===== config.mk =====
export PLATFORM = sky130hd
export DESIGN_NAME = stopwatch_bcd_counter
export DESIGN_NICKNAME = d
export VERILOG_FILES = /design/src/rtl/stopwatch_bcd_counter.sv
export SDC_FILE = /design/constraint.sdc
export NUM_CORES = 1
export LEC_CHECK = 0
export ABC_CLOCK_PERIOD_IN_PS = 3050
export CELL_PAD_IN_SITES_DETAIL_PLACEMENT = 1
export CELL_PAD_IN_SITES_GLOBAL_PLACEMENT = 2
export CORE_MARGIN = 5
export CORE_UTILIZATION = 32
export DETAILED_ROUTE_END_ITERATION = 10
export PLACE_DENSITY_LB_ADDON = 0.1
export SLEW_MARGIN = 10
export SYNTH_ARGS = -nofsm -noshare
export SYNTH_HDL_FRONTEND = slang
export SYNTH_SLANG_ARGS = --single-unit

===== constraint.sdc =====
create_clock -name C -period 3.05 [get_ports C]
set_input_delay 0.61 -clock C [delete_from_list [all_inputs] [get_ports C]]
set_output_delay 0.61 -clock C [all_outputs]
set_load 0.01 [all_outputs]

===== src/rtl/stopwatch_bcd_counter.sv =====
// stopwatch_bcd_counter: MM:SS packed-BCD up/down stopwatch with start/pause/clear/load
//    control FSM and an internal 1 s tick prescaler (TICK_DIV core clock cycles per step).
// Latency: time steps on the edge where the prescaler wraps, TICK_DIV cycles after entering RUN.
// Backpressure: none; every control input is a one-cycle pulse acted on the edge it is seen.
// Optional feature: define STOPWATCH_LAP_EN to add the lap input (display freeze).
// Ports:
//   C, R                 clock, synchronous active-high reset
//   start_stop/clr/load  control pulses; load_val is the BCD value offered with load
//   dir                  0 = count up, 1 = count down (sampled on each tick)
//   lap                  level, freezes Q_time while high (STOPWATCH_LAP_EN only)
//   Q_time               registered BCD {min_t,min_u,sec_t,sec_u}
//   running/done         registered state decodes; wrap/load_err one-cycle pulses
module stopwatch_bcd_counter #(
   parameter int TICK_DIV = 50_000_000
) (
   input  logic        C,
   input  logic        R,
   input  logic        start_stop,
   input  logic        clr,
   input  logic        dir,
   input  logic        load,
   input  logic [15:0] load_val,
`ifdef STOPWATCH_LAP_EN
   input  logic        lap,
`endif
   output logic [15:0] Q_time,
   output logic        running,
   output logic        done,
   output logic        wrap,
   output logic        load_err
);

   localparam int PW = $clog2(TICK_DIV);

   typedef enum logic [1:0] {S_IDLE, S_RUN, S_PAUSE, S_DONE} state_t;

   state_t        state_q, state_d;
   logic [15:0]   time_q, time_d;
   logic [PW-1:0] presc_q, presc_d;
   logic          wrap_q, wrap_d;
   logic          load_err_q, load_err_d;
   logic          running_q, done_q;
   logic          tick;
   logic          load_ok;
   logic [15:0]   dec_val;

   // Carries ripple digit by digit; 99:59 rolls naturally to 00:00.
   function automatic logic [15:0] bcd_inc(input logic [15:0] t);
      logic [3:0] mt, mu, st, su;
      {mt, mu, st, su} = t;
      if (su != 4'd9) su = su + 4'd1;
      else begin
         su = 4'd0;
         if (st != 4'd5) st = st + 4'd1;
         else begin
            st = 4'd0;
            if (mu != 4'd9) mu = mu + 4'd1;
            else begin
               mu = 4'd0;
               mt = (mt == 4'd9) ? 4'd0 : mt + 4'd1;
            end
         end
      end
      return {mt, mu, st, su};
   endfunction

   // Only called for non-zero times, so min_t never borrows.
   function automatic logic [15:0] bcd_dec(input logic [15:0] t);
      logic [3:0] mt, mu, st, su;
      {mt, mu, st, su} = t;
      if (su != 4'd0) su = su - 4'd1;
      else begin
         su = 4'd9;
         if (st != 4'd0) st = st - 4'd1;
         else begin
            st = 4'd5;
            if (mu != 4'd0) mu = mu - 4'd1;
            else begin
               mu = 4'd9;
               mt = mt - 4'd1;
            end
         end
      end
      return {mt, mu, st, su};
   endfunction

   always_comb begin
      state_d    = state_q;
      time_d     = time_q;
      presc_d    = presc_q;
      wrap_d     = 1'b0;
      load_err_d = 1'b0;

      load_ok = (load_val[15:12] <= 4'd9) && (load_val[11:8] <= 4'd9) &&
                (load_val[7:4] <= 4'd5) && (load_val[3:0] <= 4'd9);
      tick    = (state_q == S_RUN) && (presc_q == PW'(TICK_DIV - 1));
      dec_val = (time_q == 16'h0000) ? 16'h0000 : bcd_dec(time_q);

      // The prescaler keeps advancing on the pause edge; only the time step is dropped.
      if (state_q == S_RUN) presc_d = tick ? '0 : presc_q + PW'(1);

      if (clr) begin
         time_d  = 16'h0000;
         presc_d = '0;
         state_d = S_IDLE;
      end else if (load && (state_q != S_RUN)) begin
         // A load outside RUN consumes the cycle, so a coincident start_stop is dropped.
         if (load_ok) begin
            time_d  = load_val;
            presc_d = '0;
            if (state_q == S_DONE) state_d = S_IDLE;
         end else begin
            load_err_d = 1'b1;
         end
      end else if (start_stop) begin
         case (state_q)
            S_IDLE, S_PAUSE: state_d = (dir && (time_q == 16'h0000)) ? S_DONE : S_RUN;
            S_RUN:           state_d = S_PAUSE;
            default:         state_d = state_q;
         endcase
      end else if (tick) begin
         if (!dir) begin
            time_d = bcd_inc(time_q);
            wrap_d = (time_q == 16'h9959);
         end else begin
            time_d = dec_val;
            if (dec_val == 16'h0000) state_d = S_DONE;
         end
      end
   end

   always_ff @(posedge C) begin
      if (R) begin
         state_q    <= S_IDLE;
         time_q     <= 16'h0000;
         presc_q    <= '0;
         wrap_q     <= 1'b0;
         load_err_q <= 1'b0;
         running_q  <= 1'b0;
         done_q     <= 1'b0;
      end else begin
         state_q    <= state_d;
         time_q     <= time_d;
         presc_q    <= presc_d;
         wrap_q     <= wrap_d;
         load_err_q <= load_err_d;
         running_q  <= (state_d == S_RUN);
         done_q     <= (state_d == S_DONE);
      end
   end

`ifdef STOPWATCH_LAP_EN
   // Display register follows time_d so it matches time_q when not frozen.
   logic [15:0] disp_q;
   always_ff @(posedge C) begin
      if (R || clr)  disp_q <= 16'h0000;
      else if (!lap) disp_q <= time_d;
   end
   assign Q_time = disp_q;
`else
   assign Q_time = time_q;
`endif

   assign running  = running_q;
   assign done     = done_q;
   assign wrap     = wrap_q;
   assign load_err = load_err_q;

endmodule

==> flow_summary.yaml <==
die:
  core_region_area_um2: 9640
  num_rows: 36
  die_w_um: 109
  fp.dieArea_um2: 11900
  num_io_pins: 42
  die_h_um: 109
  start_util_pct: 32.5
logic_synthesis:
  netlist.area_leader.share_pct: 30.7
  yosysTopAreaCell: "dfxtp_1"
  synth_warnings: 0
  synthCells: 417
  ys_async_sr_fraction_pct: 0
  synth.avg_cell_area_um2: 7.51
  synth.most_common_cell: "nor2_1"
  syn_nets: 445
  yosysUniqueCellTypes: 61
  synthFlopType: "dfxtp_1"
  synth_seq_area_share_pct: 30.7
  synthesis.area_um2: 3130
  synth-seq-cells: 48
  synth_edf_count: 0
  synth_common_cells: "63 x nor2_1, 48 x dfxtp_1, 34 x nand2_1"
  synth.top_cells.by_area: "dfxtp_1 31%, nor2_1 7.6%, nand2_1 4.1%, xnor2_1 3.9%, xor2_1 3.9%"
cts:
  cts_tree: "done"
  clk_pin_slew_ns: 0.09
  ctsResizeCount: 0
  post-cts-setup-buffer-count: 0
  numClockSinks: 48
  ctsRootBufferMaster: "clkbuf_8"
  numCtsBuffers: 5
  htreeDepth: 2
  cts_buffer_depth: 2
  clk_latency_ns: 0.31
  ctsHoldBuffers: 0
grt:
  antenna_found_initial: 0
  grt_max_degree: 25
  grt_pass1_vias: 3365
  overflow: 0
  grt_use_total_pct: 18.4
  grt_pass1_wl_mm: 17.2
drt:
  viasPerCell: 5.40
  routed-via-count: 3248
  wirelength_mm: 10.4
  drtIter0Drc: 115
  wire_per_inst_um: 17.3
  first_pass_iters: 4
  drc_errors: 0
  ant_nets: 0
worst_setup_path:
  r2r-end: "running"
  cp_max_fo: 10
  start_kind: "flop"
  endpoint_kind: "flop"
  worst_ep_required_time_ns: 3.25
  setup.worst_path.end: "running"
  arrival_ns: 2.76
  rr_worst_depth: 6
  regToRegSetupSlack_ns: 0.49
  crit_start: "Q_time[11]"
  r2r-start: "Q_time[11]"
  criticalPathCategory: "flop to flop"
flow_run:
  drv_cap: 0
sta:
  setup_slack_ns: 0.495
  max_slew_margin_pct: 51.9
  report.final.slew_viol_count: 0
  hold_viol_final: 0
  tightest_slew_ns: 0.704
  fin_skew_ns: 0.00805
  period_share_pct: 83.8
  rsz0062_at_grt: "false"
  setup_viol: 0
  period_needed_ns: 2.56
  max_freq_mhz: 391
  setup-tns-final_ns: 0
placed_design:
  dp_slack_ns: 0.286
  place.gp.congestion: 0.807
  dp_hpwl_mm: 7.91
  port_buffers: 41
status:
  outcome: "completed"
pwr:
  peakVddDrop_v: 0.000232
  leakage_nw: 1.36
  power_density_nw_per_um2: 346
finish:
  area_growth_pct: 25.9
  regArea_um2: 961
  multi_input_area_um2: 2020
  drive_gt1_share_pct: 9.40
  fin_nets: 496
  antenna_cells: 0
  n_fill_cell: 1223
min_path:
  hold_path.class: "flop to flop"
[state kept, by name, summed over array words and instances (netlist names)]
register and count:
presc_q 26, load_err 1, state_q 2, running 1, Q_time 16, wrap 1
done 1
[worst min path at each step]
stage          cells past startpoint    endpoint       start
5_1_grt                            2  presc_q[1]  presc_q[1]
4_1_cts                            2  presc_q[1]  presc_q[1]
3_3_place_gp                       2  presc_q[1]  presc_q[1]
6_report                           2  presc_q[1]  presc_q[1]
3_5_place_dp                       2  presc_q[1]  presc_q[1]
2_1_floorplan                      2  presc_q[1]  presc_q[1]
[power by group]
group	leakage, nW	internal (mW)	switching, mW
combinational	0.908	0.0797	0.100
sequential	0.387	0.630	0.00411
clock	0.0642	0.323	0.227
[through the flow]
| stage | instances | hold slack (ns) | util, % | total power [mW] | cell area, um2 |
|---|---|---|---|---|---|
| floorplan | 417 | 0.447 | - | 0.742 | 3130 |
| global placement | 594 | 0.467 | 39.5 | 0.829 | 3810 |
| detailed placement | 594 | 0.476 | 39.5 | 0.830 | 3810 |
| CTS | 601 | 0.491 | 40.9 | 1.38 | 3940 |
| global route | 601 | 0.516 | 40.9 | 1.42 | 3940 |
| finish | 601 | 0.486 | 40.9 | 1.36 | 3940 |
[routing by layer]
metal  global-route usage (%)  share of wire (%)  up-vias
li1                         -                  -     1609
met1                     23.0                 45     1572
met2                     32.3                 50       53
met3                     2.43                2.1       14
met4                     6.58                2.9        0
met5                        0                  0        -
[cells in the final DEF, fill, tap and decap left out, types with 7 or more instances in the layout]
master	instances
a21oi_1	20
buf_4	29
clkdlybuf4s50_1	41
dfxtp_1	48
inv_1	10
nand2_1	34
nand2b_1	8
nand3_1	24
nand4_1	10
nor2_1	63
nor3_1	11
nor4_1	7
o211ai_1	7
o21ai_0	22
xnor2_1	14
xor2_1	14
[critical path, stage by stage, from the launching register on]
cell,delay [ns]
dfxtp_1,0.43
or4_1,0.60
nor4_1,0.27
mux2_1,0.39
nor4_1,0.45
nand3_1,0.13
and3b_1,0.18
[area by class of cell]
cell class,instances,share of cell area (%)
flip-flops and latches,48,24.4
clock buffers,5,1.75
well taps,133,4.22
repair buffers,70,15.9
clock inverters,2,1.52
inverters,10,0.953
multi-input cells,333,51.2
[kinds of logic after synthesis]
logic type / Yosys count / share of synthesized area (%)
AO/OA/AOI/OAI: 95 / 19.8
adder cells (fa/ha/maj): 6 / 2.40
AND/OR/NAND/NOR: 201 / 33.5
buffers and inverters: 36 / 4.84
multiplexers: 3 / 0.999
XOR/XNOR: 28 / 7.83
flip-flops: 48 / 30.7
Note: power is estimated with default switching activity, not from simulation.
